### src/rtl/cic_sched_if.sv
// Control/handshake bundle between a CIC integrator/decimator datapath and its scheduler.
// The master side offers samples and configuration; the slave (scheduler) drives the datapath controls.
interface cic_sched_if #(
  parameter int CNTW = 12
);
  logic            mode;
  logic [CNTW-1:0] rate;
  logic            load;
  logic            in_vld;
  logic            in_ch;
  logic            in_rdy;
  logic            int_zero;
  logic            int_n;
  logic            int_rst;
  logic            dec_stb;
  logic            dec_ch;
  logic            busy;

  modport master (
    output mode, rate, load, in_vld, in_ch,
    input  in_rdy, int_zero, int_n, int_rst, dec_stb, dec_ch, busy
  );

  modport slave (
    input  mode, rate, load, in_vld, in_ch,
    output in_rdy, int_zero, int_n, int_rst, dec_stb, dec_ch, busy
  );
endinterface

### src/rtl/cic_sched.sv
// CIC scheduler: sequences integrator clears, interleaves up to two channels and
// emits a decimation strobe aligned with the one-register integrator latency.
module cic_sched #(
  parameter int CNTW  = 12,
  parameter int FLUSH = 4
) (
  input  logic          clk,
  input  logic          rst,
  cic_sched_if.slave    bus
);

  localparam int FW = (FLUSH > 1) ? $clog2(FLUSH) : 1;

  localparam logic [1:0] ST_INIT  = 2'd0;
  localparam logic [1:0] ST_RUN   = 2'd1;
  localparam logic [1:0] ST_FLUSH = 2'd2;

  logic [1:0]      r_state;
  logic [FW-1:0]   r_fcnt;
  logic            r_mode;
  logic [CNTW-1:0] r_rate;
  logic            r_phase;
  logic [CNTW-1:0] r_cnt [2];
  logic            r_dec_stb;
  logic            r_dec_ch;

  logic w_run;
  logic w_last;
  logic w_rdy;
  logic w_acc;
  logic w_ch;
  logic w_wrap;

  assign w_run  = (r_state == ST_RUN);
  assign w_last = (r_fcnt == FW'(FLUSH - 1));
  assign w_rdy  = w_run & ~bus.load & (r_mode ? (r_phase == bus.in_ch) : 1'b1);
  assign w_acc  = bus.in_vld & w_rdy;
  assign w_ch   = r_mode & bus.in_ch;
  assign w_wrap = (r_cnt[w_ch] == r_rate);

  // Configuration is captured only on the final clear cycle, so a load arriving
  // mid-flush restarts the count and the newest mode/rate win.
  always_ff @(posedge clk or negedge rst) begin
    // NOTE: sequential state uses non-blocking assignments so every register
    // samples pre-edge values regardless of statement order.
    if (!rst) begin
      r_state <= ST_INIT;
      r_fcnt  <= '0;
      r_mode  <= 1'b0;
      r_rate  <= '0;
    end else begin
      case (r_state)
        ST_INIT: begin
          if (w_last) begin
            r_state <= ST_RUN;
            r_fcnt  <= '0;
            r_mode  <= bus.mode;
            r_rate  <= bus.rate;
          end else begin
            r_fcnt <= r_fcnt + 1'b1;
          end
        end
        ST_RUN: begin
          if (bus.load) begin
            r_state <= ST_FLUSH;
            r_fcnt  <= '0;
          end
        end
        ST_FLUSH: begin
          if (bus.load) begin
            r_fcnt <= '0;
          end else if (w_last) begin
            r_state <= ST_RUN;
            r_fcnt  <= '0;
            r_mode  <= bus.mode;
            r_rate  <= bus.rate;
          end else begin
            r_fcnt <= r_fcnt + 1'b1;
          end
        end
        default: begin
          r_state <= ST_INIT;
          r_fcnt  <= '0;
        end
      endcase
    end
  end

  // Phase is forced low on the edge into FLUSH so it reads 0 for the whole clear.
  always_ff @(posedge clk or negedge rst) begin
    if (!rst) begin
      r_phase <= 1'b0;
    end else begin
      r_phase <= w_run & ~bus.load & r_mode & ~r_phase;
    end
  end

  always_ff @(posedge clk or negedge rst) begin
    // NOTE: this two-entry array is plain flops, not a RAM, so it is safe to
    // reset; large storage arrays should not carry a reset.
    if (!rst) begin
      for (int i = 0; i < 2; i++) r_cnt[i] <= '0;
      r_dec_stb <= 1'b0;
      r_dec_ch  <= 1'b0;
    end else begin
      r_dec_stb <= w_acc & w_wrap;
      if (!w_run) begin
        for (int i = 0; i < 2; i++) r_cnt[i] <= '0;
      end else if (w_acc) begin
        r_cnt[w_ch] <= w_wrap ? '0 : r_cnt[w_ch] + 1'b1;
      end
      if (w_acc & w_wrap) r_dec_ch <= w_ch;
    end
  end

  assign bus.in_rdy   = w_rdy;
  assign bus.int_zero = ~w_acc;
  assign bus.int_n    = r_mode;
  assign bus.int_rst  = ~w_run;
  assign bus.busy     = ~w_run;
  assign bus.dec_stb  = r_dec_stb;
  assign bus.dec_ch   = r_dec_ch;

endmodule

### src/flat_wrapper.sv
// flat-port wrapper written by rule: the top's interface ports become plain ports
module cic_sched_flat 
#(
  parameter int CNTW  = 12,
  parameter int FLUSH = 4
)
  (clk, rst, bus_mode, bus_rate, bus_load, bus_in_vld, bus_in_ch, bus_in_rdy, bus_int_zero, bus_int_n, bus_int_rst, bus_dec_stb, bus_dec_ch, bus_busy);
  cic_sched_if #(.CNTW(CNTW)) bus_i ();
  input  logic clk;
  input  logic rst;
  input wire logic [$bits(bus_i.mode)-1:0] bus_mode;
  input wire logic [$bits(bus_i.rate)-1:0] bus_rate;
  input wire logic [$bits(bus_i.load)-1:0] bus_load;
  input wire logic [$bits(bus_i.in_vld)-1:0] bus_in_vld;
  input wire logic [$bits(bus_i.in_ch)-1:0] bus_in_ch;
  output wire logic [$bits(bus_i.in_rdy)-1:0] bus_in_rdy;
  output wire logic [$bits(bus_i.int_zero)-1:0] bus_int_zero;
  output wire logic [$bits(bus_i.int_n)-1:0] bus_int_n;
  output wire logic [$bits(bus_i.int_rst)-1:0] bus_int_rst;
  output wire logic [$bits(bus_i.dec_stb)-1:0] bus_dec_stb;
  output wire logic [$bits(bus_i.dec_ch)-1:0] bus_dec_ch;
  output wire logic [$bits(bus_i.busy)-1:0] bus_busy;
  assign bus_i.mode = bus_mode;
  assign bus_i.rate = bus_rate;
  assign bus_i.load = bus_load;
  assign bus_i.in_vld = bus_in_vld;
  assign bus_i.in_ch = bus_in_ch;
  assign bus_in_rdy = bus_i.in_rdy;
  assign bus_int_zero = bus_i.int_zero;
  assign bus_int_n = bus_i.int_n;
  assign bus_int_rst = bus_i.int_rst;
  assign bus_dec_stb = bus_i.dec_stb;
  assign bus_dec_ch = bus_i.dec_ch;
  assign bus_busy = bus_i.busy;
  cic_sched #(.CNTW(CNTW), .FLUSH(FLUSH)) u_core (.clk(clk), .rst(rst), .bus(bus_i));
endmodule
### config.mk
export PLATFORM = sky130hd
export DESIGN_NAME = cic_sched_flat
export DESIGN_NICKNAME = d
export VERILOG_FILES = /design/src/rtl/cic_sched_if.sv /design/src/rtl/cic_sched.sv /design/src/flat_wrapper.sv
export SDC_FILE = /design/constraint.sdc
export NUM_CORES = 1
export LEC_CHECK = 0
export CORE_MARGIN = 3
export CORE_UTILIZATION = 55
export CTS_BUF_LIST = sky130_fd_sc_hd__clkbuf_2 sky130_fd_sc_hd__clkbuf_4 sky130_fd_sc_hd__clkbuf_8
export DETAILED_ROUTE_END_ITERATION = 8
export PLACE_DENSITY = 0.75
export SLEW_MARGIN = 30
export SYNTH_ARGS = -nofsm -noshare
export SYNTH_HDL_FRONTEND = slang
export SYNTH_SLANG_ARGS = --single-unit
### constraint.sdc
create_clock -name clk -period 2.87 [get_ports clk]
set_input_delay 0.287 -clock clk [delete_from_list [all_inputs] [get_ports clk]]
set_output_delay 0.287 -clock clk [all_outputs]
set_load 0.05 [all_outputs]
Word-level counts from Yosys, hierarchy flattened
Index checks and enable logic that the tools add are counted.
W data, S select, Z words.
- logic and storage cells: 62
- bits of input ports: 18
- output and inout port bits: 7
- bits in registers: 44
- add/subtract/negate cells: 2
- $lt $le $gt $ge: 2
- bitwise logic cells: 12
- muxes and demuxes: 24
- equal/unequal tests: 8
- reductions and logical operators: 5
- operators by type and width (kind ; number):
    $mux W12 ; 7
    $mux W24 ; 2
    $bwmux W24 ; 1
    $pmux W12 S2 ; 1
    $add A12 B1 Y12 const B ; 1
    $demux W12 S1 ; 1
    $eq A12 B12 Y1 ; 1
    $mux W2 ; 6
    $pmux W2 S3 ; 2
    $and A1 B1 Y1 ; 7
    $ne A2 B2 Y1 const B ; 3
    $eq A2 B2 Y1 const B ; 2
    $not A1 Y1 ; 4
    $reduce_and A2 Y1 ; 2
    $mux W1 ; 3
    $add A2 B1 Y2 const B ; 1
    $eq A2 B1 Y1 const B ; 1
    $ge A2 B2 Y1 const B ; 1
    $logic_not A2 Y1 ; 1
    $lt A2 B1 Y1 const B ; 1
    $not A1 Y2 ; 1
    $pmux W1 S2 ; 1
    $reduce_bool A2 Y1 ; 1
    $eq A1 B1 Y1 ; 1
    $logic_and A1 B1 Y1 ; 1

Depth between registers and ports, before layout
Gate-level depths: netlist (run 1).
- depth in word-level cells: 10
- gate-level depth with buffers: 9
- depth with buffers taken out: 7

Worst setup path after synthesis (run 1)
OpenSTA, ideal clock, no wires.
- path kind: register to register
- start: register u_core.r_state[1]
- end: register u_core.r_dec_ch (netlist: u_core.bus.dec_ch)
- setup time: 128 ps
- stages on the path, launching flop included: 7
- setup slack: 9 ps
- period minus slack after synthesis: 2861 ps
- arrival: 2734 ps
- path through: dfrtp_1 and2b_1 inv_2 a211oi_2 nand2_1 nor3_4 mux2_1
- word-level cells in the longest chain between the ends: 5
- RTL lines (element ; line ; RTL):
    start, declared ; cic_sched.sv:18 ; logic [1:0] r_state;
    start signal, assigned ; cic_sched.sv:47 ; r_state <= ST_INIT;
    start signal, assigned ; cic_sched.sv:55 ; r_state <= ST_RUN;
    start signal, assigned ; cic_sched.sv:65 ; r_state <= ST_FLUSH;
    $eq A2 B1 Y1 ; cic_sched.sv:34 ; assign w_run = (r_state == ST_RUN);
    $and A1 B1 Y1 (2 in series) ; cic_sched.sv:36 ; assign w_rdy = w_run & ~bus.load & (r_mode ? (r_phase == bus.in_ch) : 1'b1);
    named net bus_in_rdy ; flat_wrapper.sv:16 ; output wire logic [$bits(bus_i.in_rdy)-1:0] bus_in_rdy;
    $and A1 B1 Y1 ; cic_sched.sv:37 ; assign w_acc = bus.in_vld & w_rdy;
    $and A1 B1 Y1 ; cic_sched.sv:112 ; if (w_acc & w_wrap) r_dec_ch <= w_ch;
    end signal, assigned ; cic_sched.sv:112 ;
    end, declared ; cic_sched.sv:25 ; logic r_dec_ch;
The timed path passes the listed nets, and every way through them passes these cells.
A chain may end at the register's enable or synchronous reset.

Final worst setup path (run 1)
- start: input bus_in_ch
- end: output bus_int_zero
- word-level cells in the longest chain between the ends: 5
- RTL lines (element ; line ; RTL):
    start, declared ; flat_wrapper.sv:15 ; input wire logic [$bits(bus_i.in_ch)-1:0] bus_in_ch;
    $eq A1 B1 Y1 ; cic_sched.sv:36 ;
    $mux W1 ; cic_sched.sv:36 ;
    $and A1 B1 Y1 ; cic_sched.sv:36 ;
    $and A1 B1 Y1 ; cic_sched.sv:37 ;
    $not A1 Y1 ; cic_sched.sv:117 ; assign bus.int_zero = ~w_acc;
    end, declared ; flat_wrapper.sv:17 ; output wire logic [$bits(bus_i.int_zero)-1:0] bus_int_zero;
Every way passes these cells.

==> run summary, run 1 <==
synthesis-to-layout area growth -> 15.5%
Main synth FF type -> dfrtp_1
Cell Count, Final, Fillers Out -> 331
Area contributors post-synth -> dfrtp_1 (43%), xor2_1 (6.1%), mux2_2 (5.7%), nand3_1 (4.1%), xnor2_1 (3.4%)
hold violation count in the final report -> 30
Syn Inst Count -> 249
share of post-route cells with drive strength above 1 -> 17.9%
FF+latch count, synth -> 44
Max-Cap Viols -> 0
Hold WS -> -16.8 ps
diode count -> 0
setup TNS -> 0 ps
critical path type -> input port to output port
fin nets -> 298
row count -> 24
RSZ-0062 raised after global routing -> no
num ports -> 25
fmax -> 0.393 GHz
Initial DRC Count -> 172
global-route usage over all layers -> 23.0%
Worst Setup End Kind -> output port
synthesized area -> 2560 um^2
DP Cell Count -> 324
yosys warns -> 0
Reg-to-Reg Start -> u_core.bus.int_n
Core Area -> 4410 um^2
die area -> 5520 um^2
vias in the first global route -> 1,906
Worst setup SP type -> input port
multi-input logic area -> 1370 um^2
postcts setup bufs -> 0
crit path time final -> 2540 ps
# clock sinks -> 44
status -> complete, but fails checks
Worst-Margin Slew -> 604 ps
largest area contributor in the netlist -> dfrtp_1
via count -> 2,027
Worst VDD drop -> 0.397 mV
most common cell after layout, fill and taps aside -> dfrtp_1
Starting Density -> 58.1%
crit path DAT -> 2260 ps
number of setup violations in the final report -> 0
maximum root-to-sink buffer count -> 2
wire per inst -> 17.7 um
Worst-Skew Late Latency -> 290 ps
Die Span Y -> 74.3 um
Slew Limit Fails -> 0
Worst-path clk slew -> 80 ps
CTS H-tree depth -> 2
Post-DRT Antenna Nets -> 0
Static Leak -> 1.19 nW
first-pass GRT wire length -> 9610 um
hold crit path type -> input port to asynchronous set/reset pin
hold buffers post-CTS -> 0
commonest non-fill, non-tap cells in the layout -> dfrtp_1 (44), clkdlybuf4s50_1 (22), nand3_1 (21)
Reg area -> 1100 um^2
fillers -> 358
average size of a mapped cell -> 10.3 um^2
largest net degree at the start of global routing -> 45
dpl hpwl -> 4160 um
GRT overflow -> 0
Post-synth ARST share -> 100%
# DRC -> 0
final period utilization -> 88.7%
Synth top area share -> 42.9%
Pwr Density -> 705 nW/um^2
Worst Setup SP -> bus_in_ch
CTS tree -> built
Die W -> 74.3 um
Worst EP required -> 2580 ps
EDFF count, synth -> 0
RD Place Congestion -> 0.904
maximum fanout along the worst path -> 5
Netlist cell types -> 47
worst reg2reg setup slack -> 400 ps
post-synthesis sequential area ratio -> 42.9%
final clock skew -> 5.23 ps
failing checks -> hold timing
Buffers on Ports -> 24
CTS Root Buffer Type -> clkbuf_8
Via density -> 6.12
Syn Nets -> 268
antenna violations before repair -> 0
TritonCTS Buffers -> 5
Worst slew margin -> 59.7%
TritonRoute pass-1 iters -> 4
Post-Route WL -> 5870 um
CTS resizes -> 0
where the power goes:
group	internal [mW]	switching [mW]
Combinational	0.368	0.451
Sequential	0.748	0.148
Clock	0.175	0.199
cells in the mapped netlist, types with 3 or more instances:
| cell type | number |
|---|---|
| mux2i_1 | 4 |
| o31ai_1 | 5 |
| o221ai_1 | 4 |
| and3_1 | 3 |
| mux2_2 | 13 |
| o21ai_0 | 10 |
| xor2_1 | 18 |
| dfrtp_1 | 44 |
| nor4_1 | 8 |
| nor3_1 | 3 |
| clkbuf_1 | 6 |
| xnor2_1 | 10 |
| buf_4 | 3 |
| or2_2 | 4 |
| nor2_1 | 14 |
| a211oi_1 | 9 |
| nand4_1 | 3 |
| nand2_1 | 17 |
| nor2b_1 | 6 |
| a31oi_1 | 5 |
| nand3_1 | 21 |
| inv_1 | 5 |
stage by stage:
| step | cell area [um^2] | setup WS (ps) | total power [mW] | util, % |
|---|---|---|---|---|
| finish | 2960 | 325 | 2.09 | 67.1 |
| global route | 2960 | 164 | 2.22 | 67.1 |
| CTS | 2960 | 316 | 2.10 | 67.1 |
| detailed placement | 2880 | 185 | 1.73 | 65.2 |
| global placement | 2880 | 240 | 1.70 | 65.2 |
| floorplan | 2560 | 8.66 | 1.48 | - |
cells by family after synthesis:
logic type | share of synthesized area (%)
xor gates and xnor gates | 9.56
muxes | 8.24
and+or+nand+nor | 19.9
buffers and inverters | 3.71
DFF | 42.9
adders and majority gates | 0.488
AOI/OAI and AO/OA | 15.2
critical path, stage by stage:
cell and delay, ps:
clkdlybuf4s50_1 410, buf_4 160, xor2_1 160, a211oi_2 340, nand2_1 170, clkdlybuf4s50_1 730
state kept, by name, summed over array words and instances, names as in the netlist:
signal and flops:
u_core.r_cnt 24, u_core.r_rate 12, u_core.r_fcnt 2, u_core.r_state 2, u_core.bus.dec_ch 1, u_core.bus.dec_stb 1, u_core.bus.int_n 1, u_core.r_phase 1
final timing paths:
check	cells past startpoint	end
setup reg to reg	6	u_core.r_cnt[1]
setup / recovery	6	bus_int_zero
min in group clk	1	u_core.r_phase
max in group asynchronous	1	u_core.r_cnt[8]
hold / removal	1	u_core.r_cnt[5]
hold reg to reg	1	u_core.r_phase
layout make-up:
| class | instances | share of cell area (%) |
|---|---|---|
| Clock inverter | 1 | 0.169 |
| Inverter | 6 | 0.760 |
| Clock buffer | 6 | 2.58 |
| Tap cell | 52 | 2.20 |
| Timing Repair Buffer | 35 | 10.7 |
| Multi-Input combinational cell | 187 | 46.4 |
| Sequential cell | 44 | 37.2 |
per-layer routing:
layer	global-route usage [%]	up-vias	wire, um
met4	7.11	0	72
met3	3.78	9	322
li1	-	967	-
met5	0	-	0
met2	35.5	71	2740
met1	33.4	980	2740
No activity file was read; power rests on OpenSTA's default activity.
==> run 2: changes to the inputs <==
--- a/config.mk
+++ b/config.mk
@@ -6,10 +6,11 @@
 export NUM_CORES = 1
 export LEC_CHECK = 0
 export CORE_MARGIN = 3
-export CORE_UTILIZATION = 55
+export CORE_UTILIZATION = 53
 export CTS_BUF_LIST = sky130_fd_sc_hd__clkbuf_2 sky130_fd_sc_hd__clkbuf_4 sky130_fd_sc_hd__clkbuf_8
+export CTS_CLUSTER_DIAMETER = 100
 export DETAILED_ROUTE_END_ITERATION = 8
-export PLACE_DENSITY = 0.75
+export PLACE_DENSITY = 0.76
 export SLEW_MARGIN = 30
 export SYNTH_ARGS = -nofsm -noshare
 export SYNTH_HDL_FRONTEND = slang
==> constraint.sdc (replaced) <==
create_clock -name clk -period 2 [get_ports clk]
set_input_delay 0.2 -clock clk [delete_from_list [all_inputs] [get_ports clk]]
set_output_delay 0.2 -clock clk [all_outputs]
set_load 0.05 [all_outputs]
==> run 2 against run 1 <==
Compared with the run above: the flow finishes with violations (setup timing); worst setup slack got worse by 510 ps; register-to-register slack got worse by 590 ps; clock-buffer cell count is 1 higher; clock power grew 100%; design area rose by 29%; sequential power is 43% higher; total power increased by 82%; wire length up 45%; critical path type is now flip-flop to flip-flop; critical endpoint is now u_core.bus.dec_ch; largest cell class unchanged; highest routed layer unchanged.
==> run summary, run 2 (synthesis results as in run 1) <==
Worst EP required -> 2190 ps
r2r endpoint -> u_core.bus.dec_ch
wire per inst -> 22.4 um
Starting Density -> 56.9%
Int Power -> 2.35 mW
hold crit path type -> input port to asynchronous set/reset pin
TritonRoute pass-1 iters -> 5
pre-CTS WS -> -407 ps
Die W -> 75.6 um
via count -> 2,477
num ports -> 25
Tot Pwr -> 3.79 mW
crit path time final -> 2190 ps
Setup WS post-layout -> -187 ps
maximum fanout along the worst path -> 4
placed instance area -> 3260 um^2
Worst VDD drop -> 0.819 mV
die area -> 5710 um^2
# clock sinks -> 44
CTS Root Buffer Type -> clkbuf_8
Reg area -> 1100 um^2
multi-input logic area -> 1660 um^2
fin nets -> 346
hold violation count in the final report -> 0
final clock skew -> 6.33 ps
clock share of power -> 19.9%
finished layout cell area -> 3810 um^2
Via density -> 6.52
worst reg2reg setup slack -> -190 ps
Worst Setup End Kind -> flip-flop
RSZ-0062 raised after global routing -> yes
maximum root-to-sink buffer count -> 2
Worst-path clk slew -> 90 ps
CTS tree -> built
commonest non-fill, non-tap cells in the layout -> buf_4 (43), dfrtp_1 (43), nand3_1 (20)
status -> complete, but fails checks
Reg-to-Reg Start -> u_core.r_cnt[13]
Cell Count, Final, Fillers Out -> 380
synthesis-to-layout area growth -> 48.4%
CTS H-tree depth -> 2
Post-DRT Antenna Nets -> 0
Static Leak -> 1.55 nW
Combinational Power Share -> 46.2%
critical path type -> flip-flop to flip-flop
Buffers on Ports -> 24
Reg2Reg Depth -> 6
Max-Cap Viols -> 0
DP Cell Count -> 355
share of post-route cells with drive strength above 1 -> 42.7%
Worst-Skew Late Latency -> 300 ps
switching share of power -> 38.1%
Worst-Margin Slew -> 567 ps
largest net degree at the start of global routing -> 24
Slew Limit Fails -> 0
final period utilization -> 109%
RD Place Congestion -> 0.960
Worst slew margin -> 62.2%
Worst setup SP type -> flip-flop
Top reg by flops -> u_core.r_cnt
fmax -> 0.457 GHz
fillers -> 229
failing checks -> setup timing
crit path DAT -> 2380 ps
number of setup violations in the final report -> 25
global-route usage over all layers -> 27.3%
Die Span Y -> 75.6 um
first-pass GRT wire length -> 11,300 um
row count -> 24
Pwr Density -> 997 nW/um^2
Initial DRC Count -> 234
Post-Route WL -> 8490 um
# DRC -> 0
Core Area -> 4500 um^2
Largest register FFs -> 24
diode count -> 0
antenna violations before repair -> 0
GRT overflow -> 0
NetSw -> 1.45 mW
vias in the first global route -> 2,254
dpl hpwl -> 5050 um
largest registers -> u_core.r_cnt x24, u_core.r_rate x12
Sequential Power Share -> 33.8%
TritonCTS Buffers -> 5
==> run 2: power groups by stage <==
stage	sequential (mW)	combinational, mW	clock [mW]
finish	1.28	1.75	0.757
global route	1.30	1.85	0.803
CTS	1.26	1.59	0.760
detailed placement	1.29	1.44	0
global placement	1.28	1.40	0
floorplan	1.29	0.884	0
==> run 2: worst max-delay path by stage <==
stage	slack (ps)	to	start
3_5_place_dp	-410	u_core.r_cnt[5]	bus_in_ch
5_1_grt	-220	u_core.bus.dec_ch	u_core.r_rate[5]
3_3_place_gp	-340	u_core.r_cnt[5]	bus_in_ch
6_report	-190	u_core.bus.dec_ch	u_core.r_cnt[13]
4_1_cts	-130	u_core.bus.dec_ch	u_core.r_rate[7]
2_1_floorplan	-250	u_core.bus.dec_ch	u_core.bus.int_n
==> run 2: area by class of cell <==
type                    instances  share of cell area [%]
well taps                      52                    1.71
inverters                       6                   0.723
clock inverters                 1                   0.789
multi-input cells             187                    43.5
clock buffers                   7                    2.53
flip-flops and latches         44                    29.0
repair buffers                 83                    21.8
==> run 2: layer usage <==
| layer | wire (um) | global-route usage, % |
|---|---|---|
| met1 | 3390 | 36.6 |
| met2 | 4140 | 45.2 |
| met3 | 648 | 4.22 |
| met4 | 316 | 9.51 |
| met5 | 0 | 0 |
==> run 2: metrics by stage <==
step                hold WS (ps)  TNS (ps)  util (%)
floorplan                  -95.6     -3410         -
global placement             211     -6600      72.3
detailed placement           217     -8020      72.3
CTS                          444      -716      78.7
global route                 478     -4240      84.5
finish                       422     -3350      84.5
==> run 2: what timing repair did <==
action / 4_1_cts / 5_1_grt
setup buffers: 11 / 4
gates resized for setup: 13 / 36
endpoints found under the setup margin: 26 / 26
gates cloned: 0 / 1
pin swaps: 18 / 15
hold buffers: 1 / 0
endpoints found under the hold margin: 22 / 0
==> run 2: worst max-delay path, stage by stage (launching register included) <==
cell	delay, ps
dfrtp_1	430
xor2_1	220
nor4_2	310
o2111ai_1	190
a211o_4	430
nor3_4	170
mux2_4	320
==> run 3: changes to the inputs <==
--- a/config.mk
+++ b/config.mk
@@ -10,7 +10,8 @@
 export CTS_BUF_LIST = sky130_fd_sc_hd__clkbuf_2 sky130_fd_sc_hd__clkbuf_4 sky130_fd_sc_hd__clkbuf_8
 export CTS_CLUSTER_DIAMETER = 100
 export DETAILED_ROUTE_END_ITERATION = 8
-export PLACE_DENSITY = 0.76
+export PLACE_DENSITY_LB_ADDON = 0.05
+export SETUP_SLACK_MARGIN = 0.02
 export SLEW_MARGIN = 30
 export SYNTH_ARGS = -nofsm -noshare
 export SYNTH_HDL_FRONTEND = slang
==> run 3 against run 2 <==
Compared with the run above: the run still ends with setup timing left; maximum frequency increased by 2.9%; non-clock buffer count rose by 5; clock skew is 1.1 ps lower; via count fell by 3.0%; hold slack got worse by 16 ps; global-route usage decreased by 0.68 points; largest cell class unchanged; sequential power hardly changed; sequential share of layout area is 0.52 points higher; critical endpoint is now u_core.r_cnt[7]; design area decreased by 1.8%; flip-flop and latch count unchanged; wire length down 12%.
==> run summary, run 3 (synthesis results as in run 1) <==
pre-CTS WS -> -520 ps
num ports -> 25
Post-Route WL -> 7450 um
row count -> 24
first-pass GRT wire length -> 11,300 um
crit path DAT -> 2340 ps
largest net degree at the start of global routing -> 24
Worst EP required -> 2220 ps
crit path time final -> 2120 ps
worst reg2reg setup slack -> -120 ps
DP Cell Count -> 358
maximum root-to-sink buffer count -> 2
finished layout cell area -> 3740 um^2
Die Span Y -> 75.6 um
antenna violations before repair -> 0
TritonRoute pass-1 iters -> 4
critical path's largest stage delay -> 430 ps
fin nets -> 351
placed instance area -> 3290 um^2
vias in the first global route -> 2,275
CTS H-tree depth -> 2
Pwr Density -> 927 nW/um^2
number of setup violations in the final report -> 24
CP Cell Sequence -> and2_4 > buf_6 > o21a_4 > buf_6 > a2111oi_4 > nand3_1 > xor2_1 > a211oi_2
CTS Root Buffer Type -> clkbuf_8
Reg-to-Reg Start -> u_core.bus.int_n
RD Place Congestion -> 0.977
Starting Density -> 56.9%
TritonCTS Buffers -> 5
# DRC -> 0
final period utilization -> 106%
Crit path top cell by count -> buf_6
CP delay by family, top -> compound AO/OA/AOI/OAI gates
Worst-Margin Slew -> 586 ps
RSZ-0062 raised after global routing -> yes
Die W -> 75.6 um
commonest non-fill, non-tap cells in the layout -> buf_4 (54), dfrtp_1 (43), nand3_1 (20)
global-route usage over all layers -> 26.6%
Worst-Skew Late Latency -> 300 ps
via count -> 2,403
# clock sinks -> 44
Tot Pwr -> 3.47 mW
share of post-route cells with drive strength above 1 -> 43.2%
GRT overflow -> 0
Worst setup SP type -> flip-flop
status -> complete, but fails checks
critical path type -> flip-flop to flip-flop
synthesis-to-layout area growth -> 45.8%
Largest register FFs -> 24
die area -> 5710 um^2
CTS tree -> built
Reg2Reg Depth -> 8
Post-DRT Antenna Nets -> 0
fmax -> 0.471 GHz
r2r endpoint -> u_core.r_cnt[7]
Buffers on Ports -> 24
CP max-delay cell -> dfrtp_2
Worst Setup End Kind -> flip-flop
Core Area -> 4500 um^2
largest registers -> u_core.r_cnt x24, u_core.r_rate x12
Static Leak -> 1.53 nW
failing checks -> setup timing
hold crit path type -> input port to asynchronous set/reset pin
Cell Count, Final, Fillers Out -> 385
Slew Limit Fails -> 0
final clock skew -> 5.27 ps
Setup WS post-layout -> -125 ps
Worst slew margin -> 59.8%
Top reg by flops -> u_core.r_cnt
Initial DRC Count -> 154
most common cell after layout, fill and taps aside -> buf_4
Via density -> 6.24
Max-Cap Viols -> 0
final core utilization -> 83.0%
fillers -> 275
Worst VDD drop -> 1.32 mV
Buf/Inv on CP -> 2
dpl hpwl -> 5070 um
hold violation count in the final report -> 0
diode count -> 0
Worst-path clk slew -> 80 ps
wire per inst -> 19.4 um
maximum fanout along the worst path -> 5
run 3: cell count changes in the layout (fill, tap and decap cells not counted), moves of 2 or more:
cell,change
nor4_1,+2
xnor2_2,-2
nor4_2,-2
buf_4,+11
o221ai_1,-3
xnor2_1,+2
clkbuf_8,-2
o221ai_2,+3
clkinv_2,+2
buf_6,-4
run 3: report_power, final:
part           internal, mW  leakage [nW]  switching [mW]  total, mW
logic                 0.791         0.906           0.856       1.65
clock network         0.244        0.0479           0.315      0.558
registers              1.07         0.578           0.187       1.26
total                  2.11          1.53            1.36       3.47
run 3: through the flow:
step                      TNS [ps]  hold WS, ps
after floorplan              -3410        -95.6
after global placement       -8000          209
after detailed placement     -9520          204
after CTS                     -712          416
after global routing         -4060          452
final                        -1250          406
run 3: cell type report:
class                   count  area, um^2  area share [%]
multi-input cells         187        1640            43.9
flip-flops and latches     44        1100            29.5
repair buffers             88         821            22.0
clock buffers               5        68.8            1.84
well taps                  52        65.1            1.74
inverters                   6        22.5           0.602
clock inverters             3        18.8           0.502
run 3: worst max path at each step:
stage / cells past startpoint / slack [ps] / end / startpoint
2_1_floorplan: 7 / -250 / u_core.bus.dec_ch / u_core.bus.int_n
3_3_place_gp: 8 / -380 / u_core.r_cnt[7] / bus_in_ch
3_5_place_dp: 8 / -520 / u_core.r_cnt[22] / bus_in_ch
4_1_cts: 6 / -90 / u_core.bus.dec_ch / u_core.r_cnt[0]
5_1_grt: 6 / -220 / u_core.bus.dec_ch / u_core.r_rate[0]
6_report: 8 / -120 / u_core.r_cnt[7] / u_core.bus.int_n
run 3: routing by layer:
layer | vias to the layer above | global-route usage, % | routed length, um | share of wire, %
li1 | 1073 | - | - | -
met1 | 1224 | 34.7 | 3000 | 40
met2 | 89 | 44.4 | 3830 | 51
met3 | 17 | 5.54 | 480 | 6.4
met4 | 0 | 8.54 | 150 | 2.0
met5 | - | 0 | 0 | 0
run 3: timing repair:
item,4_1_cts,5_1_grt
pin swaps,12,7
endpoints found under the setup margin,26,26
buffers inserted,12,6
gates cloned,0,0
resized for setup,21,21
hold buffers,1,0
endpoints found under the hold margin,21,0
